==> config.mk <==
export PLATFORM = sky130hd
export DESIGN_NAME = pipe_fetch_decode_regs
export DESIGN_NICKNAME = d
export VERILOG_FILES = /design/src/rtl/pipe_pkg.sv /design/src/rtl/pipe_select_pc.sv /design/src/rtl/pipe_fetch_decode_regs.sv
export SDC_FILE = /design/constraint.sdc
export NUM_CORES = 1
export LEC_CHECK = 0
export ABC_AREA = 1
export CORE_AREA = 2 2 266 268
export DETAILED_ROUTE_END_ITERATION = 6
export DIE_AREA = 0 0 268 270
export PLACE_DENSITY = 0.52
export REMOVE_ABC_BUFFERS = 1
export SLEW_MARGIN = 20
export SYNTH_ARGS = -nofsm -noshare
export SYNTH_HDL_FRONTEND = slang
export SYNTH_SLANG_ARGS = --single-unit
==> constraint.sdc <==
create_clock -name clk -period 4.85 [get_ports clk]
set_input_delay 0.97 -clock clk [delete_from_list [all_inputs] [get_ports clk]]
set_output_delay 0.97 -clock clk [all_outputs]
set_load 0.01 [all_outputs]
==> src/rtl/pipe_pkg.sv <==
// Shared Y86-64 encodings and the D-register bubble (nop) contents used by
// the fetch/decode pipeline registers.
package pipe_pkg;

  localparam logic [3:0] HALT = 4'h0;
  localparam logic [3:0] NOP  = 4'h1;
  localparam logic [3:0] JXX  = 4'h7;
  localparam logic [3:0] RET  = 4'h9;

  localparam logic [3:0] AOK = 4'h1;
  localparam logic [3:0] HLT = 4'h2;
  localparam logic [3:0] ADR = 4'h3;
  localparam logic [3:0] INS = 4'h4;

  localparam logic [3:0] RNONE = 4'hF;

  // A bubble is a nop with no register operands and a clean status;
  // valC/valP of a bubble are zero at whatever PC width the user picks.
  localparam logic [3:0] BUBBLE_ICODE = NOP;
  localparam logic [3:0] BUBBLE_IFUN  = 4'h0;
  localparam logic [3:0] BUBBLE_RA    = RNONE;
  localparam logic [3:0] BUBBLE_RB    = RNONE;
  localparam logic [3:0] BUBBLE_STAT  = AOK;

endpackage

==> src/rtl/pipe_select_pc.sv <==
// Fetch PC selection: recovers from a mispredicted jXX first, then from a
// ret reaching writeback, otherwise follows the predicted PC.
module pipe_select_pc
  import pipe_pkg::*;
#(
  parameter int PC_W = 64
) (
  input  logic [3:0]      M_icode,
  input  logic            M_cnd,
  input  logic [PC_W-1:0] M_valA,
  input  logic [3:0]      W_icode,
  input  logic [PC_W-1:0] W_valM,
  input  logic [PC_W-1:0] F_predPC,
  output logic [PC_W-1:0] f_pc
);

  always_comb begin
    f_pc = F_predPC;
    if (M_icode == JXX && !M_cnd) begin
      f_pc = M_valA;
    end else if (W_icode == RET) begin
      f_pc = W_valM;
    end
  end

endmodule

==> src/rtl/pipe_fetch_decode_regs.sv <==
// F (predicted PC) and D (fetched instruction) pipeline registers with
// stall/bubble control and saturating stall/bubble performance counters.
module pipe_fetch_decode_regs
  import pipe_pkg::*;
#(
  parameter int              PC_W     = 64,
  parameter int              CNT_W    = 32,
  parameter logic [PC_W-1:0] RESET_PC = '0
) (
  input  logic             clk,
  input  logic             rst_n,
  input  logic             F_stall,
  input  logic             D_stall,
  input  logic             D_bubble,
  input  logic [PC_W-1:0]  f_predPC,
  input  logic [3:0]       f_icode,
  input  logic [3:0]       f_ifun,
  input  logic [3:0]       f_rA,
  input  logic [3:0]       f_rB,
  input  logic [PC_W-1:0]  f_valC,
  input  logic [PC_W-1:0]  f_valP,
  input  logic [3:0]       f_stat,
  input  logic [3:0]       M_icode,
  input  logic             M_cnd,
  input  logic [PC_W-1:0]  M_valA,
  input  logic [3:0]       W_icode,
  input  logic [PC_W-1:0]  W_valM,
  output logic [PC_W-1:0]  f_pc,
  output logic [PC_W-1:0]  F_predPC,
  output logic [3:0]       D_icode,
  output logic [3:0]       D_ifun,
  output logic [3:0]       D_rA,
  output logic [3:0]       D_rB,
  output logic [PC_W-1:0]  D_valC,
  output logic [PC_W-1:0]  D_valP,
  output logic [3:0]       D_stat,
  output logic [CNT_W-1:0] stall_cnt,
  output logic [CNT_W-1:0] bubble_cnt
);

  logic [PC_W-1:0]  F_predPC_q, F_predPC_d;
  logic [3:0]       D_icode_q, D_icode_d;
  logic [3:0]       D_ifun_q, D_ifun_d;
  logic [3:0]       D_rA_q, D_rA_d;
  logic [3:0]       D_rB_q, D_rB_d;
  logic [PC_W-1:0]  D_valC_q, D_valC_d;
  logic [PC_W-1:0]  D_valP_q, D_valP_d;
  logic [3:0]       D_stat_q, D_stat_d;
  logic [CNT_W-1:0] stall_cnt_q, stall_cnt_d;
  logic [CNT_W-1:0] bubble_cnt_q, bubble_cnt_d;

  pipe_select_pc #(.PC_W(PC_W)) u_select_pc (
    .M_icode  (M_icode),
    .M_cnd    (M_cnd),
    .M_valA   (M_valA),
    .W_icode  (W_icode),
    .W_valM   (W_valM),
    .F_predPC (F_predPC_q),
    .f_pc     (f_pc)
  );

  always_comb begin
    F_predPC_d   = F_predPC_q;
    D_icode_d    = D_icode_q;
    D_ifun_d     = D_ifun_q;
    D_rA_d       = D_rA_q;
    D_rB_d       = D_rB_q;
    D_valC_d     = D_valC_q;
    D_valP_d     = D_valP_q;
    D_stat_d     = D_stat_q;
    stall_cnt_d  = stall_cnt_q;
    bubble_cnt_d = bubble_cnt_q;

    if (!F_stall) begin
      F_predPC_d = f_predPC;
    end

    // Stall outranks bubble: a held instruction must not be squashed.
    if (!D_stall) begin
      if (D_bubble) begin
        D_icode_d = BUBBLE_ICODE;
        D_ifun_d  = BUBBLE_IFUN;
        D_rA_d    = BUBBLE_RA;
        D_rB_d    = BUBBLE_RB;
        D_valC_d  = '0;
        D_valP_d  = '0;
        D_stat_d  = BUBBLE_STAT;
      end else begin
        D_icode_d = f_icode;
        D_ifun_d  = f_ifun;
        D_rA_d    = f_rA;
        D_rB_d    = f_rB;
        D_valC_d  = f_valC;
        D_valP_d  = f_valP;
        D_stat_d  = f_stat;
      end
    end

    if (D_stall && stall_cnt_q != '1) begin
      stall_cnt_d = stall_cnt_q + CNT_W'(1);
    end
    if (!D_stall && D_bubble && bubble_cnt_q != '1) begin
      bubble_cnt_d = bubble_cnt_q + CNT_W'(1);
    end
  end

  always_ff @(posedge clk or negedge rst_n) begin
    if (!rst_n) begin
      F_predPC_q   <= RESET_PC;
      D_icode_q    <= BUBBLE_ICODE;
      D_ifun_q     <= BUBBLE_IFUN;
      D_rA_q       <= BUBBLE_RA;
      D_rB_q       <= BUBBLE_RB;
      D_valC_q     <= '0;
      D_valP_q     <= '0;
      D_stat_q     <= BUBBLE_STAT;
      stall_cnt_q  <= '0;
      bubble_cnt_q <= '0;
    end else begin
      F_predPC_q   <= F_predPC_d;
      D_icode_q    <= D_icode_d;
      D_ifun_q     <= D_ifun_d;
      D_rA_q       <= D_rA_d;
      D_rB_q       <= D_rB_d;
      D_valC_q     <= D_valC_d;
      D_valP_q     <= D_valP_d;
      D_stat_q     <= D_stat_d;
      stall_cnt_q  <= stall_cnt_d;
      bubble_cnt_q <= bubble_cnt_d;
    end
  end

  assign F_predPC   = F_predPC_q;
  assign D_icode    = D_icode_q;
  assign D_ifun     = D_ifun_q;
  assign D_rA       = D_rA_q;
  assign D_rB       = D_rB_q;
  assign D_valC     = D_valC_q;
  assign D_valP     = D_valP_q;
  assign D_stat     = D_stat_q;
  assign stall_cnt  = stall_cnt_q;
  assign bubble_cnt = bubble_cnt_q;

endmodule

# Word level (Yosys, flattened, before mapping)
# Cells that the tools add are included.
# totals
output_inout_bits,340
inputBits,354
regBits,276
wordCells,31
# classes
eq_ne,4
n_reduce_logical,6
mux,9
addsub,2
# op_table
cell,count
$mux 64,4
$add 32x1->32 const B,2
$ne 32x32->1 const B,2
$mux 4,5
$eq 4x3->1 const B,1
$eq 4x4->1 const B,1
$logic_and 1x1->1,4
$logic_not 1->1,2

# Depth between registers and ports, before layout
# depth
ltp_word,3
ltp_mapped,11
mapped_depth_nobuf,10

# Hierarchy
# From an unflattened synthesis, not the netlist that was laid out.
# hier_totals
hier_cells,1634
area_unflattened_um2,14213.6
# by_module_without_submodules
mod,area_each_um2,instances,seq_area_each_um2,cells_each
pipe_fetch_decode_regs,11735.0,1,6919.1,1137
pipe_select_pc,2478.6,1,0.0,497

# Worst setup path after synthesis
# No wires, ideal clock.
# synth_path
kind,input -> output
startpoint,input port M_icode[2]
endpoint,output port f_pc[57]
arrival_time_ps,1999
slack_ps,1881
required_ps,3880
path_buffers,2
stages,6
path_cell_list,nor3b_1 -> nand3_1 -> clkbuf_1 -> clkbuf_1 -> nor2_1 -> a31oi_1
# synth_between
elab_chain_cells,3
# synth_lines
element,line,rtl
start: declaration,pipe_fetch_decode_regs.sv:23,"input logic [3:0] M_icode,"
$eq 4x3->1,pipe_select_pc.sv:19,if (M_icode == JXX && !M_cnd) begin
$logic_and 1x1->1,pipe_select_pc.sv:19,
$mux 64,pipe_select_pc.sv:19,
end: declaration,pipe_fetch_decode_regs.sv:28,"output logic [PC_W-1:0] f_pc,"
# Every way passes these cells.

# Final worst setup path
# layout_path
startpoint,input port M_icode[2]
endpoint,output port f_pc[51]
# The elaborated chain is that of the path after synthesis.

==> flow_summary_export.csv <==
group,metric,value,unit
outcome,status,"finished, final reports clean",
hold_path,hold_path.class,"primary input to async pin",
route,drc_errors,0,
grt,grt_pass1_wl,85.1,mm
route,vias_per_cell,4.26,
die,num_rows,97,
setup_path,r2r_setup_slack,2.68,ns
logic_synthesis,synthCells,1404,
timing,setup_violations,0,
die,dieArea,72400,um2
route,drt-initial-drc-count,667,
logic_synthesis,seq_area_frac_synth,0.534,
clocking,hold_buffers,0,
clocking,postCtsSetupBuffers,0,
setup_path,criticalPathCategory,"primary input to primary output",
setup_path,crit_fanout,89,
placement,dp_hpwl,45.2,mm
placement,portBuffers,693,
clocking,clkTransAtPathRegs,0.05,ns
clocking,clockBufferDepth,3,
clocking,numCtsBuffers,34,
logic_synthesis,synth_area,13000,um2
cells_and_area,nNetsFinal,2427,
route,vias,12947,
die,io_pins,694,
timing,final.setup.tns,0,ns
die,fp.dieW,268,um
logic_synthesis,synth-async-reset-ratio,1.00,
setup_path,worstReg2RegEnd,"stall_cnt[20]$_DFFE_PN0P_",
setup_path,crit_required,3.88,ns
route,antenna_left,0,
power,ir_drop,0.193,mV
cells_and_area,layout-drive-gt1-share,0.0787,
logic_synthesis,synth-main-ff-cell,"dfrtp_1",
grt,track_usage,0.154,
route,routed-wl-met3,5.22,mm
timing,timing.final.crit_share,0.895,
route,wire_per_inst,19.1,um
die,die_height,270,um
route,dr_wl_met2,29.2,mm
clocking,cts_resized,0,
timing,worstMarginPinSlew,0.930,ns
logic_synthesis,synth-edff-count,0,
placement,place_inst,2975,
run,max_cap_violations,0,
logic_synthesis,ys_seq_elements,276,
die,core,69500,um2
route,firstDrtPassIters,7,
route,met1_length,21.9,mm
placement,place_congestion,0.918,
clocking,root_buffer,"clkbuf_16",
logic_synthesis,synthTopCellsByCount,"434 x nand2_1, 266 x dfrtp_1, 168 x nor2_1",
setup_path,r2r_start,"stall_cnt[0]$_DFFE_PN0P_",
setup_path,start_kind,"primary input",
clocking,cts_max_level,2,
setup_path,cp.arrival,3.37,ns
logic_synthesis,synth.area.top_cells,"dfrtp_1 51%, nand2_1 13%, a22o_1 9.3%, mux2_2 5.6%, nor2_1 4.9%",
die,start_util,0.186,
clocking,clk_latency,0.54,ns
timing,slew_headroom,0.380,
cells_and_area,areaGrowthSynthToFinish,70.4,%
timing,final_hold_viol_count,0,
grt,grt_max_degree,139,
power,powerDensity,306,nW/um2
grt,antenna_found_initial,16,
logic_synthesis,yosys.area.top_type,"dfrtp_1",
timing,fin_crit,4.34,ns
cells_and_area,fin_cells,3042,
clocking,cts_tree,"built",
timing,drv_slew,0,
route,highest_layer,"met4",
timing,rsz0062_at_grt,"no",
timing,hold_slack,0.378,ns
power,leakage,9.14,nW
route,wl,58.1,mm
grt,grt_overflow,0,
logic_synthesis,avgSynthCellArea,9.23,um2
logic_synthesis,synth.distinct_cells,35,
grt,first_global_vias,13289,
timing,fmax,0.230,GHz
timing,finalClockSkew,0.0233,ns
logic_synthesis,yosysMostFrequentCell,"nand2_1",
logic_synthesis,yosys.area.top_type_share,0.513,
logic_synthesis,yosysWarnings,0,
setup_path,worst-r2r-cell-count,10,
setup_path,end_kind,"primary output",
clocking,cts_sinks,276,
cells_and_area,utilization,0.318,
[stage by stage]
step	total power (W)	instance area (um2)	worst slack, ns
floorplan	0.00311	12600	-2.39
global placement	0.00416	20900	0.596
detailed placement	0.00416	20900	0.522
CTS	0.00689	22100	0.529
global route	0.00710	22100	0.347
finish	0.00676	22100	0.510
[state kept, by name, indices dropped and copies added (netlist names)]
register    cells
D_rA            4
D_icode         4
stall_cnt      32
D_rB            4
D_valP         64
D_stat          4
F_predPC       64
D_valC         64
D_ifun          4
bubble_cnt     32
[power by group]
part | total, W | switching, W | internal [W]
clock network | 0.00265 | 0.00104 | 0.00162
registers | 0.00267 | 0.000178 | 0.00249
logic | 0.00144 | 0.000578 | 0.000859
total | 0.00676 | 0.00179 | 0.00497
[critical path, cell delays in order]
cell	delay (ns)
clkdlybuf4s50_1	0.51
nor3b_1	0.34
nand3_4	0.19
buf_4	0.40
a31oi_1	0.32
clkdlybuf4s50_1	0.57
[metal layers]
layer	global-route usage	vias up
met5	0	-
met3	0.0499	102
li1	-	6093
met1	0.169	6191
met4	0.0576	0
met2	0.275	561
[cell usage in the layout (no fill, tap or decap), types with 11 or more instances in the layout]
master,Yosys,layout
clkdlybuf4s50_1,0,690
nand3b_1,13,13
inv_1,47,47
xnor2_1,11,11
clkbuf_16,0,35
nand3_1,41,39
nand2_1,434,434
a31oi_1,64,64
nor2_1,168,167
mux2_2,64,64
a22o_1,138,138
nand4_1,14,14
dfrtp_1,266,266
[logic make-up after synthesis]
group,Yosys count,synth area share
buffers and inverters,126,0.0416
xor gates and xnor gates,20,0.0135
adders and majority gates,2,0.00193
DFF,276,0.534
muxes,64,0.0556
AOI/OAI and AO/OA,222,0.135
and+or+nand+nor,694,0.219
[cell type report]
type	instances	area, um2
clock buffers	51	1020
multi-input cells	1002	5530
flip-flops and latches	276	6920
clock inverters	10	144
fillers	7175	47500
repair buffers	705	7090
diodes	6	15.0
well taps	940	1180
inverters	52	198
[worst max-delay path by stage]
stage,start,to,slack (ns),depth (start not counted)
after CTS,M_icode[2],f_pc[33],0.53,6
after detailed placement,M_icode[2],f_pc[33],0.52,6
after global placement,M_icode[2],f_pc[33],0.60,6
after floorplan,D_stall,D_icode[0]$_DFFE_PN1N_,-2.39,3
after global routing,M_icode[2],f_pc[33],0.35,6
final,M_icode[2],f_pc[51],0.51,6
(Power assumes the default switching activity.)
